--- src/rtl/tag_sched_pkg.sv ---
// Shared definitions for the tag scheduler: FSM state encoding, default
// engine widths and the tag engine key used by reference models.
package tag_sched_pkg;

  typedef enum logic [1:0] {
    IDLE = 2'd0,
    LOAD = 2'd1,
    CAPT = 2'd2,
    RESP = 2'd3
  } state_e;

  localparam int DATA_W_DEF = 32;
  localparam int TAG_W_DEF  = 8;

  localparam logic [15:0] ENG_KEY = 16'hDEAD;

endpackage

--- src/rtl/tag_sched_rr_arbiter.sv ---
// Combinational round-robin arbiter: grants the first asserted request at
// or after ptr_i, wrapping modulo N. Returns a one-hot grant and its index.
module rr_arbiter #(
  parameter int N     = 4,
  parameter int IDX_W = (N > 1) ? $clog2(N) : 1
) (
  input  logic [N-1:0]     req_i,
  input  logic [IDX_W-1:0] ptr_i,
  output logic [N-1:0]     gnt_o,
  output logic [IDX_W-1:0] idx_o
);

  logic             found;
  logic [IDX_W:0]   cand;

  // Scan from ptr_i upward (with wrap) and keep the first hit.
  always_comb begin
    gnt_o = '0;
    idx_o = '0;
    found = 1'b0;
    cand  = '0;
    for (int k = 0; k < N; k++) begin
      cand = {1'b0, ptr_i} + (IDX_W + 1)'(k);
      if (cand >= (IDX_W + 1)'(N)) begin
        cand = cand - (IDX_W + 1)'(N);
      end
      if (!found && req_i[cand[IDX_W-1:0]]) begin
        found                 = 1'b1;
        gnt_o[cand[IDX_W-1:0]] = 1'b1;
        idx_o                 = cand[IDX_W-1:0];
      end
    end
  end

endmodule

--- src/rtl/tag_sched.sv ---
// Round-robin scheduler sharing one registered tag engine among N_REQ
// requesters. Define TAG_SCHED_CHECK_EN to add the expected-tag compare
// (req_exp input, rsp_match and mism_cnt outputs).
//
// state | meaning
// IDLE  | arbitrate; accept one request word
// LOAD  | engine registers tag(data_q) at end of cycle
// CAPT  | capture engine tag into tag_q
// RESP  | present id/tag until the consumer takes it
module tag_sched
  import tag_sched_pkg::*;
#(
  parameter int N_REQ  = 4,
  parameter int DATA_W = DATA_W_DEF,
  parameter int TAG_W  = TAG_W_DEF,
  parameter int ID_W   = $clog2(N_REQ)
) (
  input  logic                    clk,
  input  logic                    rst_n,
  input  logic [N_REQ-1:0]        req_valid,
  input  logic [N_REQ*DATA_W-1:0] req_data,
  output logic [N_REQ-1:0]        req_ready,
  output logic                    rsp_valid,
  output logic [ID_W-1:0]         rsp_id,
  output logic [TAG_W-1:0]        rsp_tag,
  input  logic                    rsp_ready,
  output logic [DATA_W-1:0]       eng_data,
  input  logic [TAG_W-1:0]        eng_tag,
`ifdef TAG_SCHED_CHECK_EN
  input  logic [N_REQ*TAG_W-1:0]  req_exp,
  output logic                    rsp_match,
  output logic [15:0]             mism_cnt,
`endif
  output logic                    busy
);

  state_e              state_q;
  logic [ID_W-1:0]     ptr_q;
  logic [ID_W-1:0]     ptr_d;
  logic [ID_W-1:0]     id_q;
  logic [DATA_W-1:0]   data_q;
  logic [DATA_W-1:0]   data_d;
  logic [TAG_W-1:0]    tag_q;
  logic                rsp_valid_q;
  logic                busy_q;

  logic [N_REQ-1:0]    gnt;
  logic [ID_W-1:0]     gnt_idx;
  logic                accept;

  rr_arbiter #(
    .N     (N_REQ),
    .IDX_W (ID_W)
  ) u_arb (
    .req_i (req_valid),
    .ptr_i (ptr_q),
    .gnt_o (gnt),
    .idx_o (gnt_idx)
  );

  // Grants are only visible in IDLE and never while reset is held.
  always_comb begin
    req_ready = '0;
    if (state_q == IDLE && rst_n) begin
      req_ready = gnt;
    end
  end

  // Next pointer and winning word for the acceptance in IDLE.
  always_comb begin
    accept = (state_q == IDLE) && (|gnt);
    ptr_d  = (gnt_idx == ID_W'(N_REQ - 1)) ? '0 : gnt_idx + 1'b1;
    data_d = req_data[gnt_idx*DATA_W +: DATA_W];
  end

  // Transaction FSM with registered response and busy outputs.
  always_ff @(posedge clk or negedge rst_n) begin
    if (!rst_n) begin
      state_q     <= IDLE;
      ptr_q       <= '0;
      id_q        <= '0;
      data_q      <= '0;
      tag_q       <= '0;
      rsp_valid_q <= 1'b0;
      busy_q      <= 1'b0;
    end else begin
      case (state_q)
        IDLE: begin
          if (accept) begin
            data_q  <= data_d;
            id_q    <= gnt_idx;
            ptr_q   <= ptr_d;
            busy_q  <= 1'b1;
            state_q <= LOAD;
          end
        end
        LOAD: begin
          state_q <= CAPT;
        end
        CAPT: begin
          tag_q       <= eng_tag;
          rsp_valid_q <= 1'b1;
          state_q     <= RESP;
        end
        RESP: begin
          if (rsp_ready) begin
            rsp_valid_q <= 1'b0;
            busy_q      <= 1'b0;
            state_q     <= IDLE;
          end
        end
        default: begin
          rsp_valid_q <= 1'b0;
          busy_q      <= 1'b0;
          state_q     <= IDLE;
        end
      endcase
    end
  end

  assign rsp_valid = rsp_valid_q;
  assign rsp_id    = id_q;
  assign rsp_tag   = tag_q;
  assign eng_data  = data_q;
  assign busy      = busy_q;

`ifdef TAG_SCHED_CHECK_EN
  logic [TAG_W-1:0] exp_q;
  logic [15:0]      mism_cnt_q;

  // Expected tag follows the accepted word; mismatches counted on handoff.
  always_ff @(posedge clk or negedge rst_n) begin
    if (!rst_n) begin
      exp_q      <= '0;
      mism_cnt_q <= '0;
    end else begin
      if (accept) begin
        exp_q <= req_exp[gnt_idx*TAG_W +: TAG_W];
      end
      if (state_q == RESP && rsp_ready && !rsp_match && mism_cnt_q != 16'hFFFF) begin
        mism_cnt_q <= mism_cnt_q + 16'd1;
      end
    end
  end

  assign rsp_match = rsp_valid_q && (tag_q == exp_q);
  assign mism_cnt  = mism_cnt_q;
`endif

endmodule

--- config.mk ---
export PLATFORM = sky130hd
export DESIGN_NAME = tag_sched
export DESIGN_NICKNAME = d
export VERILOG_FILES = /design/src/rtl/tag_sched_pkg.sv /design/src/rtl/tag_sched_rr_arbiter.sv /design/src/rtl/tag_sched.sv
export SDC_FILE = /design/constraint.sdc
export NUM_CORES = 1
export LEC_CHECK = 0
export CORE_MARGIN = 2
export CORE_UTILIZATION = 44
export CTS_CLUSTER_SIZE = 10
export DETAILED_ROUTE_END_ITERATION = 12
export GPL_TIMING_DRIVEN = 0
export PLACE_DENSITY = 0.88
export SYNTH_ARGS = -nofsm -noshare
export SYNTH_HDL_FRONTEND = slang
export SYNTH_SLANG_ARGS = --single-unit
--- constraint.sdc ---
create_clock -name clk -period 5.9 [get_ports clk]
set_input_delay 1.475 -clock clk [delete_from_list [all_inputs] [get_ports clk]]
set_output_delay 1.475 -clock clk [all_outputs]
set_load 0.01 [all_outputs]
# Word-level counts from Yosys, hierarchy flattened
# Index checks and enable logic that the tools add are counted.
dict set report op_classes {
  n_addsub 8
  n_lt_le_gt_ge 12
  eq_ne 6
  shifts 1
  muxes 40
  bitwise_logic 3
  n_reduce_logical 20
}
# op count
set ops {}
lappend ops {{$shiftx 128x8->32} 1}
lappend ops {{$mux 2} 11}
lappend ops {{$mux 4} 5}
lappend ops {{$mux 1} 13}
lappend ops {{$lt 2x3->1 const B} 4}
lappend ops {{$or 4x4->4} 3}
lappend ops {{$ge 3x3->1 const B} 3}
lappend ops {{$logic_and 1x1->1} 9}
lappend ops {{$bmux 1 s2} 4}
lappend ops {{$demux 1 s2} 4}
lappend ops {{$ge 2x1->1 const B} 4}
lappend ops {{$pmux 2 s4} 1}
lappend ops {{$sub 2x1->2 const B} 4}
lappend ops {{$add 2x2->3 const B} 2}
lappend ops {{$eq 2x2->1 const B} 3}
lappend ops {{$reduce_and 2->1} 3}
lappend ops {{$ne 2x2->1 const B} 2}
lappend ops {{$pmux 1 s2} 2}
lappend ops {{$reduce_bool 2->1} 2}
lappend ops {{$reduce_or 4->1} 1}
lappend ops {{$add 2x1->3 const B} 1}
lappend ops {{$ge 2x3->1 const B} 1}
lappend ops {{$logic_not 1->1} 3}
lappend ops {{$reduce_and 3->1} 1}
lappend ops {{3 further kinds} 3}
dict set report word_totals {
  ff_bits 48
  input_bits 143
  output_inout_bits 48
  elab_cells 97
}

# Depth between registers and ports, before layout
# Gate-level depths: netlist of the first run.
dict set report depth {
  word_depth 18
  depth_mapped 13
  mapped_depth_nobuf 9
}

# Cells and area by module
# A second synthesis of the first run with hierarchy kept.
dict set report hier_totals {
  hier_cells 228
  hier_area_um2 3203.1
}
# mod instances cells_each area_per_inst_um2
set by_module_without_submodules {}
lappend by_module_without_submodules {tag_sched 1 163 2713.9}
lappend by_module_without_submodules {rr_arbiter 1 65 489.2}

# Worst setup path before layout of the first run
# No wires, ideal clock.
dict set report synth_timing {
  kind {in2out}
  start {input req_valid[3]}
  end {output req_ready[0]}
  t_arrival_ns 2.976
  required_ns 4.425
  slack_ns 1.449
  cell_stages 6
  n_path_buf 1
  path_cell_list {buf_6 -> mux4_1 -> nand2b_1 -> nor3b_2 -> o2bb2ai_1 -> and3_2}
}
dict set report synth_between {
  elab_chain_len 13
  elab_cells_between_ends 25
  classes_between {mux: 16; bitwise: 3; reduce/logical: 6}
}
# element line_no
set synth_lines {}
lappend synth_lines {{start, declared} tag_sched.sv:20} ;# input logic [N_REQ-1:0] req_valid,
lappend synth_lines {{$bmux 1 s2} tag_sched_rr_arbiter.sv:27} ;# if (!found && req_i[cand[IDX_W-1:0]]) begin
lappend synth_lines {{$mux 1 (not written as such)} tag_sched_rr_arbiter.sv:27}
lappend synth_lines {{$mux 1} tag_sched_rr_arbiter.sv:27}
lappend synth_lines {{$logic_not 1->1} tag_sched_rr_arbiter.sv:27}
lappend synth_lines {{$logic_and 1x1->1} tag_sched_rr_arbiter.sv:27}
lappend synth_lines {{$mux 1} tag_sched_rr_arbiter.sv:27}
lappend synth_lines {{$logic_not 1->1} tag_sched_rr_arbiter.sv:27}
lappend synth_lines {{$logic_and 1x1->1} tag_sched_rr_arbiter.sv:27}
lappend synth_lines {{$mux 1} tag_sched_rr_arbiter.sv:27}
lappend synth_lines {{$logic_not 1->1} tag_sched_rr_arbiter.sv:27}
lappend synth_lines {{$logic_and 1x1->1} tag_sched_rr_arbiter.sv:27}
lappend synth_lines {{$mux 4 *} tag_sched_rr_arbiter.sv:27}
lappend synth_lines {{$mux 4 *} tag_sched.sv:64} ;# if (state_q == IDLE && rst_n) begin
lappend synth_lines {{end, declared} tag_sched.sv:22} ;# output logic [N_REQ-1:0] req_ready,
# Mark *: on every way between the ends. The rest lies on a longest branch, timed or not. The select of a mux whose other input is x is not followed.

# Worst setup path after layout of the first run
dict set report layout_timing {
  start {input req_valid[0]}
  end {output req_ready[0]}
}
# The elaborated chain is that of the path after synthesis.

==> results of run 1 <==
cells by family (layout without fill, tap and decap cells):
kind of cell,Yosys count,count (layout)
flip-flops,48,48
multiplexers,119,119
adder cells (fa/ha/maj),11,11
AND/OR/NAND/NOR,68,68
buffers and inverters,33,231
AO/OA/AOI/OAI,65,65
sequential cells by signal, summed over array words and instances (netlist names):
name	cells
ptr_q	2
eng_data	32
rsp_id	2
rsp_valid	1
busy	1
rsp_tag	8
state_q	2
Yosys cell counts, types with 2 or more instances:
cell,n
mux2_2,42
mux2i_2,2
o21ai_2,14
nand2_1,28
clkbuf_1,4
a21oi_1,3
nand2_2,15
inv_1,9
dfrtp_1,48
buf_6,9
buf_4,8
a211oi_1,2
o22ai_1,7
mux2_4,2
mux4_1,2
o21ai_1,20
buf_2,2
and2b_1,4
ha_1,11
o2bb2ai_1,4
nor3b_1,3
nor2_1,4
mux2i_1,70
o21ai_0,4
nand2b_1,4
and3_1,3
worst paths after layout:
check                                           end  depth (start not counted)
max                                    req_ready[0]                          7
min                        eng_data[28]$_DFFE_PN0P_                          2
max reg2reg                    ptr_q[1]$_DFFE_PN0P_                         12
min reg2reg                eng_data[28]$_DFFE_PN0P_                          2
max in group asynchronous  eng_data[15]$_DFFE_PN0P_                          2
min in group asynchronous     rsp_valid$_DFFE_PN0P_                          1
layout make-up:
type / count / share of cell area [%]
multi-input cells: 263 / 39.0
repair buffers: 190 / 32.6
flip-flops and latches: 48 / 20.5
plain buffers: 24 / 3.52
well taps: 105 / 2.24
clock buffers: 7 / 1.47
inverters: 9 / 0.577
clock inverters: 1 / 0.128
per-stage QoR:
step	total power (W)	setup TNS [ns]
after global placement	0.00294	-0.314
after global routing	0.00343	0
final	0.00319	0
after floorplan	0.00225	0
after CTS	0.00322	0
after detailed placement	0.00301	0
layer usage:
| metal | global-route usage [%] | routed length, µm | part of all wire [%] | vias to the layer above |
|---|---|---|---|---|
| met5 | 0 | 0 | 0 | - |
| met4 | 4.88 | 105 | 0.99 | 0 |
| met1 | 26.9 | 4200 | 39 | 1628 |
| met3 | 4.54 | 714 | 6.7 | 8 |
| met2 | 42.8 | 5630 | 53 | 130 |
| li1 | - | - | - | 1635 |
power by group:
group	switching (W)	internal [W]
Sequential	0.000102	0.000499
Clock	0.000112	0.0000956
Combinational	0.00114	0.00124
worst max-delay path, cell delays in order:
cell	delay [ns]
clkdlybuf4s50_1	0.56
mux4_1	0.61
nand2b_1	0.21
nor3b_2	0.32
o2bb2ai_1	0.25
and3_2	0.23
clkdlybuf4s50_1	0.53
==> qor.csv, run 1 <==
metric;value;unit
ir_drop;0.282;mV
cts-root-buf;clkbuf_8;
ys_seq_area_share;32.2;%
synth_seq_cells;48;
start_util;45.3;%
antenna_found_initial;0;
area_growth_syn_to_layout;57.2;%
slew_headroom;50.4;%
hold_viol;0;
setup_ws;0.246;ns
netlist_instances;344;
cts_tree;built;
viasPerCell;5.26;
grt_max_degree;38;
multi_input_area;2280;µm²
post_cts_resized;0;
holdBufCountCts;0;
final-seq-area;1200;µm²
synth_compound_area_share;12.8;%
finalSetupViolations;0;
chipHeight;96.0;µm
syn_area;3720;µm²
synth_adder_area_share;3.69;%
synthTopCellsByArea;dfrtp_1 32%, mux2i_1 19%, mux2_2 13%;
yosysTopAreaCell;dfrtp_1;
fmax;0.177;GHz
placed_cells;639;
core.rowCount;33;
powerDensity;545;nW/µm²
io_buffers;189;
synth.area.mux_share;35.1;%
synth_cell_types;46;
hold_path_startpoint;eng_data[28]$_DFFE_PN0P_;
clockBufferDepth;2;
cts_buffers;5;
gp_congestion;0.848;
final_cell_mix;188 x clkdlybuf4s50_1, 70 x mux2i_1, 48 x dfrtp_1;
wl;10.7;mm
finalNetCount;695;
endpoint_kind;output port;
place_hpwl;8.71;mm
fp.dieArea;9220;µm²
grt-ovfl-total;0;
final_antenna_net_count;0;
path_max_fanout;7;
rsz0062_at_grt;no;
finClkSkew;0.00563;ns
synth_nets;498;
drive_gt1_share;20.7;%
cp-start-kind;primary input;
layout_commonest_cell;clkdlybuf4s50_1;
synth_ff_type;dfrtp_1;
grt_pass1_vias;3500;
cts.clk_slew.worst_paths;0.09;ns
wl_per_cell;16.5;µm
die_x;96.0;µm
slew_violations;0;
synth_edf_count;0;
drt_iter0_drc;77;
synth_top_area_share;32.2;%
synth_top_family_by_area;multiplexers;
synth_xor_area_share;0;%
gr-usage-all-layers;22.9;%
place_area;5760;µm²
reg2reg_slack;2.08;ns
design_area;5860;µm²
finalCoreUtilization;71.3;%
drcViolationCount;0;
cts_max_level;2;
reg2reg_from;ptr_q[1]$_DFFE_PN0P_;
core_area;8220;µm²
crit_start;req_valid[0];
hp-class;reg -> reg;
clock_sinks;48;
critPathKind;in -> out;
synthArstFlopShare;100;%
dp_slack;0.266;ns
synth-simple-area-share;9.77;%
grt_pass1_wl;16.6;mm
cap_violations;0;
fin_crit;5.65;ns
critPathArrivalTime;4.18;ns
stdcell_count;647;
antenna_cells;0;
worstPathRequired;4.43;ns
clk_latency;0.29;ns
ys_warn_count;0;
outcome;finished, final reports clean;
dr.pass1.iters;4;
post-cts-setup-buffer-count;0;
syn_avg_cell_area;10.8;µm²
p_leak;2.62;nW
vias;3401;
worst-slew-pin-transition;0.742;ns
fin_crit_sh;95.8;%
ios;191;
hold_ws;0.488;ns
n_fill_cell;638;
Power figures use the tool's default switching activity.
==> inputs of run 2 (changes only) <==
CORE_MARGIN = not set   (was 2)
==> qor.csv, run 2 (synthesis results as in run 1) <==
metric;value;unit;change
outcome;finished, final reports clean;;unchanged
chipHeight;94.0;µm;was 96.0 µm
fin_crit_sh;95.9;%;was 95.8%
grt_max_degree;31;;was 38
timing.critical_path.buf_inv;2;;unchanged
drt_iter0_drc;111;;was 77
holdBufCountCts;0;;unchanged
place_hpwl;8.55;mm;was 8.71 mm
cts-root-buf;clkbuf_8;;unchanged
hp-class;reg -> reg;;unchanged
reg2reg_slack;1.97;ns;was 2.08 ns
post_cts_resized;0;;unchanged
n_fill_cell;600;;was 638
path_max_fanout;8;;was 7
wl_met2;5.55;mm;was 5.63 mm
fp.dieArea;8840;µm²;was 9220 µm²
clk_latency;0.30;ns;was 0.29 ns
place_area;5760;µm²;unchanged
cts.clk_slew.worst_paths;0.09;ns;about the same
ir_drop;0.267;mV;was 0.282 mV
cp_slowest_cell;mux4_1;;unchanged
worstRegToRegCells;12;;unchanged
core_area;8220;µm²;unchanged
p_seq_share;18.5;%;was 18.9%
worstPathRequired;4.43;ns;about the same
fmax;0.177;GHz;about the same
clockBufferDepth;2;;unchanged
slew_headroom;47.0;%;was 50.4%
cts_buffers;5;;unchanged
layout_commonest_cell;clkdlybuf4s50_1;;unchanged
antenna_found_initial;0;;unchanged
p_clk_share;7.8;%;was 6.5%
largest_reg_flops;32;;unchanged
core.rowCount;33;;unchanged
finClkSkew;0.00966;ns;was 0.00563 ns
rsz0062_at_grt;no;;unchanged
antenna_cells;0;;unchanged
path_depth;7;;unchanged
hold_depth;2;;unchanged
p_leak;2.64;nW;was 2.62 nW
reg2reg_from;ptr_q[1]$_DFFE_PN0P_;;unchanged
switching_share;42.2;%;was 42.4%
wl;10.6;mm;was 10.7 mm
final-seq-area;1200;µm²;unchanged
switchingPower;0.00138;W;was 0.00135 W
hold_path_startpoint;eng_data[4]$_DFFE_PN0P_;;was eng_data[28]$_DFFE_PN0P_
gp_congestion;0.923;;was 0.848
p_int;0.00188;W;was 0.00184 W
crit_chain;clkdlybuf4s50_1 -> mux4_1 -> nand2b_1 -> nor3b_2 -> o2bb2ai_1 -> and3_2 -> clkdlybuf4s50_1;;unchanged
pwr-share-comb;73.7;%;was 74.6%
slew_violations;0;;unchanged
grt_pass1_vias;3370;;was 3500
met3_length;758;µm;was 714 µm
rr_endpoint;ptr_q[1]$_DFFE_PN0P_;;unchanged
worst-slew-pin-transition;0.793;ns;was 0.742 ns
cts_tree;built;;unchanged
cap_violations;0;;unchanged
powerDensity;554;nW/µm²;was 545 nW/µm²
ios;191;;unchanged
cts_max_level;2;;unchanged
area_growth_syn_to_layout;58.0;%;was 57.2%
post-cts-setup-buffer-count;0;;unchanged
finalSetupViolations;0;;unchanged
max_stage_delay;0.60;ns;was 0.61 ns
top_layer_used;met4;;unchanged
hold_path_end;eng_data[4]$_DFFE_PN0P_;;was eng_data[28]$_DFFE_PN0P_
finalNetCount;695;;unchanged
critPathArrivalTime;4.19;ns;was 4.18 ns
grt_pass1_wl;16.5;mm;was 16.6 mm
clock_sinks;48;;unchanged
viasPerCell;5.31;;was 5.26
multi_input_area;2280;µm²;unchanged
hold_viol;0;;unchanged
design_area;5880;µm²;was 5860 µm²
wl_per_cell;16.4;µm;was 16.5 µm
final_antenna_net_count;0;;unchanged
grt-ovfl-total;0;;unchanged
final_cell_mix;188 x clkdlybuf4s50_1, 70 x mux2i_1, 48 x dfrtp_1;;unchanged
dr.pass1.iters;4;;unchanged
endpoint_kind;output port;;unchanged
io_buffers;189;;unchanged
drcViolationCount;0;;unchanged
hold_ws;0.487;ns;was 0.488 ns
crit_family;buffers and inverters;;unchanged
critPathKind;in -> out;;unchanged
start_util;45.3;%;unchanged
drive_gt1_share;20.8;%;was 20.7%
cp-start-kind;primary input;;unchanged
gr-usage-all-layers;24.0;%;was 22.9%
fin_crit;5.66;ns;was 5.65 ns
die_x;94.0;µm;was 96.0 µm
crit_top_cell;clkdlybuf4s50_1;;unchanged
wl_met1;4.11;mm;was 4.20 mm
vias;3436;;was 3401
-- run 2: cell count changes in the layout (fill, tap and decap cells not counted) --
cell,previous run,this run
clkbuf_1,5,4
clkinv_4,0,1
bufinv_16,0,1
clkinvlp_4,1,0
-- run 2: final cells by class --
class | instances | share of cell area (%)
Sequential cell | 48 | 20.4
Clock buffer | 6 | 1.40
Clock inverter | 2 | 0.659
Buffer | 24 | 3.51
Timing Repair Buffer | 190 | 32.4
Multi-Input combinational cell | 263 | 38.8
Inverter | 9 | 0.574
Tap cell | 105 | 2.23
-- run 2: worst max path at each step --
stage,start,endpoint,slack [ns]
5_1_grt,req_valid[0],req_ready[2],0.13
3_5_place_dp,req_valid[2],req_ready[0],0.27
2_1_floorplan,req_valid[3],req_ready[0],1.45
3_3_place_gp,rst_n,req_ready[0],-0.14
4_1_cts,req_valid[2],req_ready[0],0.26
6_report,req_valid[2],req_ready[0],0.24
-- run 2: per-stage QoR --
| stage | std cells | total power [W] | setup slack (ns) | utilization (%) | setup TNS, ns |
|---|---|---|---|---|---|
| floorplan | 344 | 0.00225 | 1.45 | - | 0 |
| global placement | 638 | 0.00295 | -0.141 | 70.0 | -0.308 |
| detailed placement | 639 | 0.00302 | 0.271 | 70.1 | 0 |
| CTS | 647 | 0.00329 | 0.264 | 71.6 | 0 |
| global route | 647 | 0.00349 | 0.133 | 71.6 | 0 |
| finish | 647 | 0.00326 | 0.239 | 71.6 | 0 |
-- run 2: routing by layer --
metal,vias up,GRT usage (%)
met5,-,0
met4,0,7.69
met3,14,5.58
met2,134,42.4
met1,1652,28.7
li1,1636,-
-- run 2: power groups by stage --
| stage | clock (W) | combinational, W | sequential (W) |
|---|---|---|---|
| finish | 0.000256 | 0.00240 | 0.000602 |
| global route | 0.000271 | 0.00260 | 0.000623 |
| CTS | 0.000259 | 0.00242 | 0.000603 |
| detailed placement | 0 | 0.00241 | 0.000608 |
| global placement | 0 | 0.00235 | 0.000598 |
| floorplan | 0 | 0.00158 | 0.000667 |
-- run 2: worst register-to-register path, stage by stage, from the launching register on --
cell and delay, ns:
dfrtp_1 0.48, buf_6 0.20, inv_1 0.13, ha_1 0.31, buf_6 0.14, mux2i_2 0.20
mux2_4 0.35, nor3b_1 0.16, a211oi_2 0.64, clkbuf_1 0.52, inv_1 0.11, ha_1 0.32
mux2_4 0.27
==> inputs of run 3 (changes only) <==
TNS_END_PERCENT = 50   (was not set)
==> results of run 3 <==
Same layout as run 2: the final DEF is identical, and so are final timing and power.
